[config.mk]
export PLATFORM = sky130hd
export DESIGN_NAME = sipo_rx
export DESIGN_NICKNAME = d
export VERILOG_FILES = /design/src/rtl/sipo_pkg.sv /design/src/rtl/sipo_bitcnt.sv /design/src/rtl/sipo_rx.sv
export SDC_FILE = /design/constraint.sdc
export NUM_CORES = 1
export LEC_CHECK = 0
export ABC_AREA = 0
export BUFFER_PORTS_ARGS = -buffer_cell sky130_fd_sc_hd__buf_4
export CORE_MARGIN = 2
export CORE_UTILIZATION = 50
export DETAILED_ROUTE_END_ITERATION = 16
export PLACE_DENSITY = 0.82
export SYNTH_ARGS = -nofsm -noshare
export SYNTH_HDL_FRONTEND = slang
export SYNTH_SLANG_ARGS = --single-unit
[constraint.sdc]
create_clock -name clk -period 1.4 [get_ports clk]
set_input_delay 0.28 -clock clk [delete_from_list [all_inputs] [get_ports clk]]
set_output_delay 0.28 -clock clk [all_outputs]
set_load 0.01 [all_outputs]
[src/rtl/sipo_pkg.sv]
// Shared constants for the serial-to-parallel receiver (sipo_rx).
// Latency: n/a (constants only).
// Backpressure: n/a.
//
// Optional feature macro: SIPO_RX_PARITY_EN adds one even-parity bit per frame.
package sipo_pkg;

  // Bit-order selector values for the dir input.
  localparam logic DIR_MSB_FIRST = 1'b0;
  localparam logic DIR_LSB_FIRST = 1'b1;

  // Default data word width.
  localparam int SIPO_WIDTH = 8;

  // Number of strobed bits appended to the data bits in every frame.
`ifdef SIPO_RX_PARITY_EN
  localparam int SIPO_PAR_BITS = 1;
`else
  localparam int SIPO_PAR_BITS = 0;
`endif

  // Total strobed bits per frame for a given data width.
  function automatic int sipo_frame_len(input int width);
    return width + SIPO_PAR_BITS;
  endfunction

endpackage

[src/rtl/sipo_bitcnt.sv]
// Frame bit counter: counts strobed bits, wraps to 0 after the terminal bit.
// Latency: count updates on the strobe edge; last is combinational from count.
// Backpressure: none; inc advances unconditionally, clr wins over inc.
//
// Ports:
//   clk, rstn   clock and asynchronous active-high reset
//   clr         synchronous clear of the count
//   inc         advance by one bit (wraps to 0 when last is high)
//   count       current number of bits received in this frame
//   last        the next inc completes the frame
module sipo_bitcnt #(
  parameter int TERM  = 8,
  parameter int CNT_W = 4
) (
  input  logic             clk,
  input  logic             rstn,
  input  logic             clr,
  input  logic             inc,
  output logic [CNT_W-1:0] count,
  output logic             last
);

  assign last = (count == CNT_W'(TERM - 1));

  always_ff @(posedge clk or posedge rstn) begin
    if (rstn) begin
      count <= '0;
    end else if (clr) begin
      count <= '0;
    end else if (inc) begin
      count <= last ? '0 : count + CNT_W'(1);
    end
  end

endmodule

[src/rtl/sipo_rx.sv]
// Serial-to-parallel receiver: assembles WIDTH strobed bits (MSB- or LSB-first) into a word.
// Latency: dout/dout_valid are valid the cycle after the edge sampling the final frame bit.
// Backpressure: dout_ready only drains dout_valid; a new word overwrites an unaccepted one and sets overrun.
//
// Ports:
//   clk, rstn      clock and asynchronous active-high reset
//   clr            synchronous abort of the partial word (output register untouched)
//   bit_en, din    bit strobe and serial data bit
//   dir            0 = MSB-first, 1 = LSB-first; sampled with the first bit of a frame only
//   dout           assembled word, held until the next completion
//   dout_valid     word available; cleared by dout_ready
//   dout_ready     consumer accepts the word
//   busy           a frame is partially received
//   overrun        sticky: a completion replaced an unaccepted word
//   ovr_clr        clears overrun (a simultaneous new overrun wins)
//   parity_err     (SIPO_RX_PARITY_EN only) even-parity check result of the last frame
//
// Optional feature macro: SIPO_RX_PARITY_EN.
module sipo_rx
  import sipo_pkg::*;
#(
  parameter int WIDTH = SIPO_WIDTH,
  parameter int CNT_W = $clog2(WIDTH + 2)
) (
  input  logic             clk,
  input  logic             rstn,
  input  logic             clr,
  input  logic             bit_en,
  input  logic             din,
  input  logic             dir,
  output logic [WIDTH-1:0] dout,
  output logic             dout_valid,
  input  logic             dout_ready,
  output logic             busy,
  output logic             overrun,
`ifdef SIPO_RX_PARITY_EN
  output logic             parity_err,
`endif
  input  logic             ovr_clr
);

  localparam int FRAME = sipo_frame_len(WIDTH);

  logic [WIDTH-1:0] sr;
  logic [WIDTH-1:0] sr_nxt;
  logic [WIDTH-1:0] word;
  logic [CNT_W-1:0] count;
  logic             last;
  logic             first;
  logic             dir_lat;
  logic             dir_eff;
  logic             take;
  logic             shift_en;
  logic             done;

  sipo_bitcnt #(
    .TERM  (FRAME),
    .CNT_W (CNT_W)
  ) u_bitcnt (
    .clk   (clk),
    .rstn  (rstn),
    .clr   (clr),
    .inc   (take),
    .count (count),
    .last  (last)
  );

  assign first = (count == '0);
  assign busy  = !first;
  assign take  = bit_en && !clr;
  assign done  = take && last;

  // The first bit of a frame must already follow the newly requested order,
  // so the live dir input is used until dir_lat has captured it.
  assign dir_eff = first ? dir : dir_lat;

  assign sr_nxt = (dir_eff == DIR_LSB_FIRST) ? {din, sr[WIDTH-1:1]}
                                             : {sr[WIDTH-2:0], din};

  always_comb begin
    shift_en = take;
    word     = sr_nxt;
`ifdef SIPO_RX_PARITY_EN
    // The parity bit is the final strobe; it is checked, never shifted in.
    shift_en = take && !last;
    word     = sr;
`endif
  end

  always_ff @(posedge clk or posedge rstn) begin
    if (rstn) begin
      sr      <= '0;
      dir_lat <= DIR_MSB_FIRST;
    end else if (clr) begin
      sr <= '0;
    end else begin
      if (take && first) begin
        dir_lat <= dir;
      end
      if (shift_en) begin
        sr <= sr_nxt;
      end
    end
  end

  // A completion always loads the output; an accept on the same edge is
  // absorbed by the new word, which keeps dout_valid high.
  always_ff @(posedge clk or posedge rstn) begin
    if (rstn) begin
      dout       <= '0;
      dout_valid <= 1'b0;
    end else if (done) begin
      dout       <= word;
      dout_valid <= 1'b1;
    end else if (dout_valid && dout_ready) begin
      dout_valid <= 1'b0;
    end
  end

`ifdef SIPO_RX_PARITY_EN
  always_ff @(posedge clk or posedge rstn) begin
    if (rstn) begin
      parity_err <= 1'b0;
    end else if (done) begin
      parity_err <= (^sr) ^ din;
    end
  end
`endif

  // Setting beats clearing so a same-edge overrun is never lost.
  always_ff @(posedge clk or posedge rstn) begin
    if (rstn) begin
      overrun <= 1'b0;
    end else if (done && dout_valid && !dout_ready) begin
      overrun <= 1'b1;
    end else if (ovr_clr) begin
      overrun <= 1'b0;
    end
  end

endmodule

# Word-level counts from Yosys, hierarchy flattened
# Cells that the tools add are included.
dict set report op_classes {
  addsub 1
  n_eq_ne 1
  n_mux 11
  n_bitwise 1
  n_reduce_logical 14
}
# op n
set ops {}
lappend ops {{$mux 8} 3}
lappend ops {{$mux 4} 3}
lappend ops {{$logic_and 1x1->1} 6}
lappend ops {{$reduce_bool 2->1} 3}
lappend ops {{$mux 1} 5}
lappend ops {{$add 4x1->4 const B} 1}
lappend ops {{$eq 4x3->1 const B} 1}
lappend ops {{$logic_not 4->1} 1}
lappend ops {{$logic_not 1->1} 3}
lappend ops {{$reduce_and 2->1} 1}
lappend ops {{$not 1->1} 1}
dict set report totals {
  register_bits 23
  inputBits 8
  word_cells 34
}

# Longest topological paths before layout
dict set report logic_depth {
  ltp_word 6
  depth_mapped 6
  depth_no_buf 5
}

# Hierarchy
# A second synthesis with hierarchy kept.
dict set report unflattened {
  hier_cells 94
  hier_area_um2 1039.7
}
# mod n_inst cells_each area_per_inst_um2 seq_area_each_um2
set modules_own_cells {}
lappend modules_own_cells {sipo_rx 1 75 828.3 475.5}
lappend modules_own_cells {sipo_bitcnt 1 19 211.5 100.1}

# Least setup slack after synthesis
# Ideal clock, no wire load.
dict set report synth_timing {
  kind {reg2reg}
  start {reg u_bitcnt.count[0]}
  end {reg dout[0]}
  t_arrival_ns 1.310
  t_required_ns 1.275
  setup_slack_ns -0.035
  path_stages_with_launch 6
  n_path_buf 1
  path_cell_list {dfrtp_1 > ha_1 > nand3b_1 > nor3b_2 > buf_6 > mux2_2}
}
dict set report synth_via {
  elab_chain_cells 3
}
# element line
set synth_rtl {}
lappend synth_rtl {{from (decl)} sipo_bitcnt.sv:19} ;# output logic [CNT_W-1:0] count,
lappend synth_rtl {{from (signal assigned)} sipo_bitcnt.sv:31} ;# count <= last ? '0 : count + CNT_W'(1);
lappend synth_rtl {{$logic_not 4->1} sipo_rx.sv:68} ;# assign first = (count == '0);
lappend synth_rtl {{$mux 1} sipo_rx.sv:75} ;# assign dir_eff = first ? dir : dir_lat;
lappend synth_rtl {{$mux 8} sipo_rx.sv:77} ;# assign sr_nxt = (dir_eff == DIR_LSB_FIRST) ? {din, sr[WIDTH-1:1]}
lappend synth_rtl {{to (signal assigned)} sipo_rx.sv:113} ;# dout <= word;
lappend synth_rtl {{to (decl)} sipo_rx.sv:31} ;# output logic [WIDTH-1:0] dout,
# Parallel ways exist; a longest one is shown, timed or not.
# A chain may end at the register's enable or synchronous reset.

# Worst setup path in the final report
dict set report layout_timing {
  start {reg u_bitcnt.count[0]}
  end {out busy}
}
dict set report layout_via {
  elab_chain_cells 2
}
# element line
set layout_rtl {}
lappend layout_rtl {{$logic_not 4->1} sipo_rx.sv:68}
lappend layout_rtl {{$logic_not 1->1} sipo_rx.sv:69} ;# assign busy = !first;
lappend layout_rtl {{to (decl)} sipo_rx.sv:34} ;# output logic busy,
# Every way passes these cells.

==> run summary <==
Core ar. - 2430 um2
worst-margin pin slew - 485 ps
Die X - 54.4 um
Die ar. - 2950 um2
sw frac - 29.0%
Ys Warns - 0
io pins - 19
Post-DRT Antenna Nets - 0
CTS tree - yes
Adder-Cell Fraction of Synth Area - 1.97%
Synth Area in XOR/XNOR - 0.691%
input/output buffers - 18
initial antenna violation count - 0
Vias - 978
Worst Reg-to-Reg Cells - 7
Max FO, Critical Path - 2
Period minus WS final - 1670 ps
non-filler cells, final - 176
wire per inst - 16.6 um
Clk pin slew, worst setup/hold paths - 120 ps
hold slack final - 257 ps
Initial Util - 52.1%
failing checks - negative setup slack
number of global-route vias before repair - 972
Site Rows - 18
Psw - 0.409 mW
Pwr Density - 797 nW/um2
diode count - 0
TNS Setup - -4270 ps
drt first pass iters - 4
Mapped Cells - 106
Area after DPL - 1490 um2
Worst Path Class, Setup - reg2out
Mapped Area - 1270 um2
CP startpoint kind - flop
final instance area - 1770 um2
Layout Skew - 4.20 ps
RR Startpoint - u_bitcnt.count[0]
status - complete, but fails checks
die height - 54.4 um
post-synthesis net count - 116
clock share of power - 22.6%
worst rel slew slack - 67.7%
Final Max Tran Viols - 0
Seq pwr share - 52.0%
placed cells - 158
post-synthesis sequential area ratio - 45.4%
r2r setup slk - -250 ps
Hold Fails Final Rpt - 0
main combinational cell family by area after synthesis - multiplexers
Int Pwr - 1.00 mW
First DRT Iteration DRCs - 7
insertion delay to the later sink of the worst-skew pair - 320 ps
WHS Endpoint - overrun
simple-gate portion of the synthesized area - 10.8%
Register Area - 576 um2
GR Util All Layers - 22.6%
largest net degree at the start of global routing - 24
post-synth cell types - 24
RR Endpoint - sr[7]
layout cell share with drive strength beyond 1 - 55.5%
Post-layout nets - 157
Placer Congestion - 0.819
Avg Cell Area, Syn - 12.0 um2
root buffer cell - clkbuf_4
Worst EP arrival - 1390 ps
H-tree levels - 1
Total Routed Length - 2.92 mm
gr ovfl total - 0
fin crit share - 119%
multiplexer share of the synthesized area - 27.7%
Hold Path Depth - 3
critical path required time - 1120 ps
clock sink count - 23
FF+latch count, synth - 23
Vias/cell - 5.56
LEAKAGE - 0.847 nW
worst hold path type - in2reg
DRC - 0
Hold Crit Start - ovr_clr
Max Cap Viol - 0
final setup vio count - 21
Comb pwr share - 25.5%
RSZ-0062 raised after global routing - true
VDD IR max - 823 uV
Area Growth Syn to Fin - 39.7%
Synth Area in Compound Gates - 7.70%
clk buf depth - 2
Worst setup EP type - output pin
multi-input logic area - 759 um2
post-DP HPWL - 1.79 mm
fmax - 599 MHz
global-route wire length before repair - 4.61 mm
# fillers - 174
CTS Buf Count - 3
Final WS setup - -270 ps
-- layout by cell type (no fill, tap or decap), types with 2 or more instances in the layout --
cell	n
a31o_2	8
buf_4	38
buf_6	3
clkbuf_4	3
dfrtp_1	23
ha_4	2
inv_1	3
inv_2	3
mux2_2	8
mux2i_1	17
mux2i_4	7
nand2_1	2
nand3_2	2
nor2_1	2
nor3b_1	8
-- routing by layer --
layer | GRT usage [%] | vias up | part of all wire (%)
li1 | - | 464 | -
met1 | 29.3 | 486 | 42
met2 | 37.6 | 23 | 52
met3 | 3.01 | 5 | 3.5
met4 | 10.4 | 0 | 1.7
met5 | 0 | - | 0
-- cell type report --
type	instances	area share, %
Multi-Input combinational cell	69	42.9
Sequential cell	23	32.5
Timing Repair Buffer	43	19.4
Tap cell	30	2.12
Inverter	7	1.48
Clock buffer	3	1.27
Clock inverter	1	0.283
-- registers in the layout, indices dropped and copies added, names as in the netlist --
name / count
dir_lat: 1
dout: 8
dout_valid: 1
overrun: 1
sr: 8
u_bitcnt.count: 4
-- worst max-delay path, stage by stage, from the launching register on --
cell	delay (ps)
dfrtp_1	410
inv_2	90
ha_4	130
nor3b_4	180
buf_6	130
inv_2	30
buf_6	100
-- per-stage QoR --
stage	worst slack [ps]	util [%]	power, mW
2_1_floorplan	-14.2	-	0.898
3_3_place_gp	-136	61.1	0.973
3_5_place_dp	-165	61.1	0.983
4_1_cts	-253	70.1	1.38
5_1_grt	-326	72.8	1.46
6_report	-270	72.8	1.41
-- kinds of logic after synthesis --
| kind of cell | after synthesis |
|---|---|
| AOI/OAI and AO/OA | 12 |
| muxes | 34 |
| xor gates and xnor gates | 1 |
| DFF | 23 |
| adders and majority gates | 2 |
| buffers and inverters | 14 |
| and+or+nand+nor | 20 |
-- synthesized netlist by cell type --
| cell | n | area, um2 |
|---|---|---|
| mux2i_1 | 25 | 250 |
| dfrtp_1 | 23 | 576 |
| a31o_2 | 8 | 70.1 |
| mux2_2 | 8 | 90.1 |
| nor3b_1 | 8 | 60.1 |
| inv_1 | 6 | 22.5 |
| buf_2 | 4 | 20.0 |
| a21oi_1 | 2 | 10.0 |
| buf_6 | 2 | 22.5 |
| ha_1 | 2 | 25.0 |
| nand2_1 | 2 | 7.51 |
| nand3_1 | 2 | 10.0 |
| nor2_1 | 2 | 7.51 |
| nor3b_2 | 2 | 25.0 |
| a21o_1 | 1 | 7.51 |
| a32o_1 | 1 | 10.0 |
| clkbuf_1 | 1 | 3.75 |
| clkinv_1 | 1 | 3.75 |
| mux2_1 | 1 | 11.3 |
| nand2b_1 | 1 | 6.26 |
| nand3b_1 | 1 | 7.51 |
| nand4_1 | 1 | 6.26 |
| or3_1 | 1 | 6.26 |
| xor2_1 | 1 | 8.76 |
-- power by group through the flow --
stage,Clock (mW),Sequential [mW],Combinational (mW)
3_3_place_gp,0,0.742,0.231
2_1_floorplan,0,0.721,0.178
5_1_grt,0.334,0.737,0.385
4_1_cts,0.319,0.731,0.326
6_report,0.318,0.733,0.359
3_5_place_dp,0,0.745,0.237
-- worst max-delay path by stage --
stage,endpoint,slack (ps),startpoint,cells after the start
3_5_place_dp,dout[7],-170,u_bitcnt.count[0],6
4_1_cts,busy,-250,u_bitcnt.count[0],6
2_1_floorplan,dout[0],-10,u_bitcnt.count[0],5
6_report,busy,-270,u_bitcnt.count[0],6
5_1_grt,sr[7],-330,u_bitcnt.count[0],7
3_3_place_gp,dout[0],-140,u_bitcnt.count[0],6
-- timing repair --
item                                   4_1_cts  5_1_grt
gates resized for setup                     19       11
setup endpoints to repair                   18       22
endpoints found under the hold margin       23        0
pin swaps                                    2        1
hold buffers                                 1        0
buffers inserted                            12        1
(Power assumes the default switching activity.)
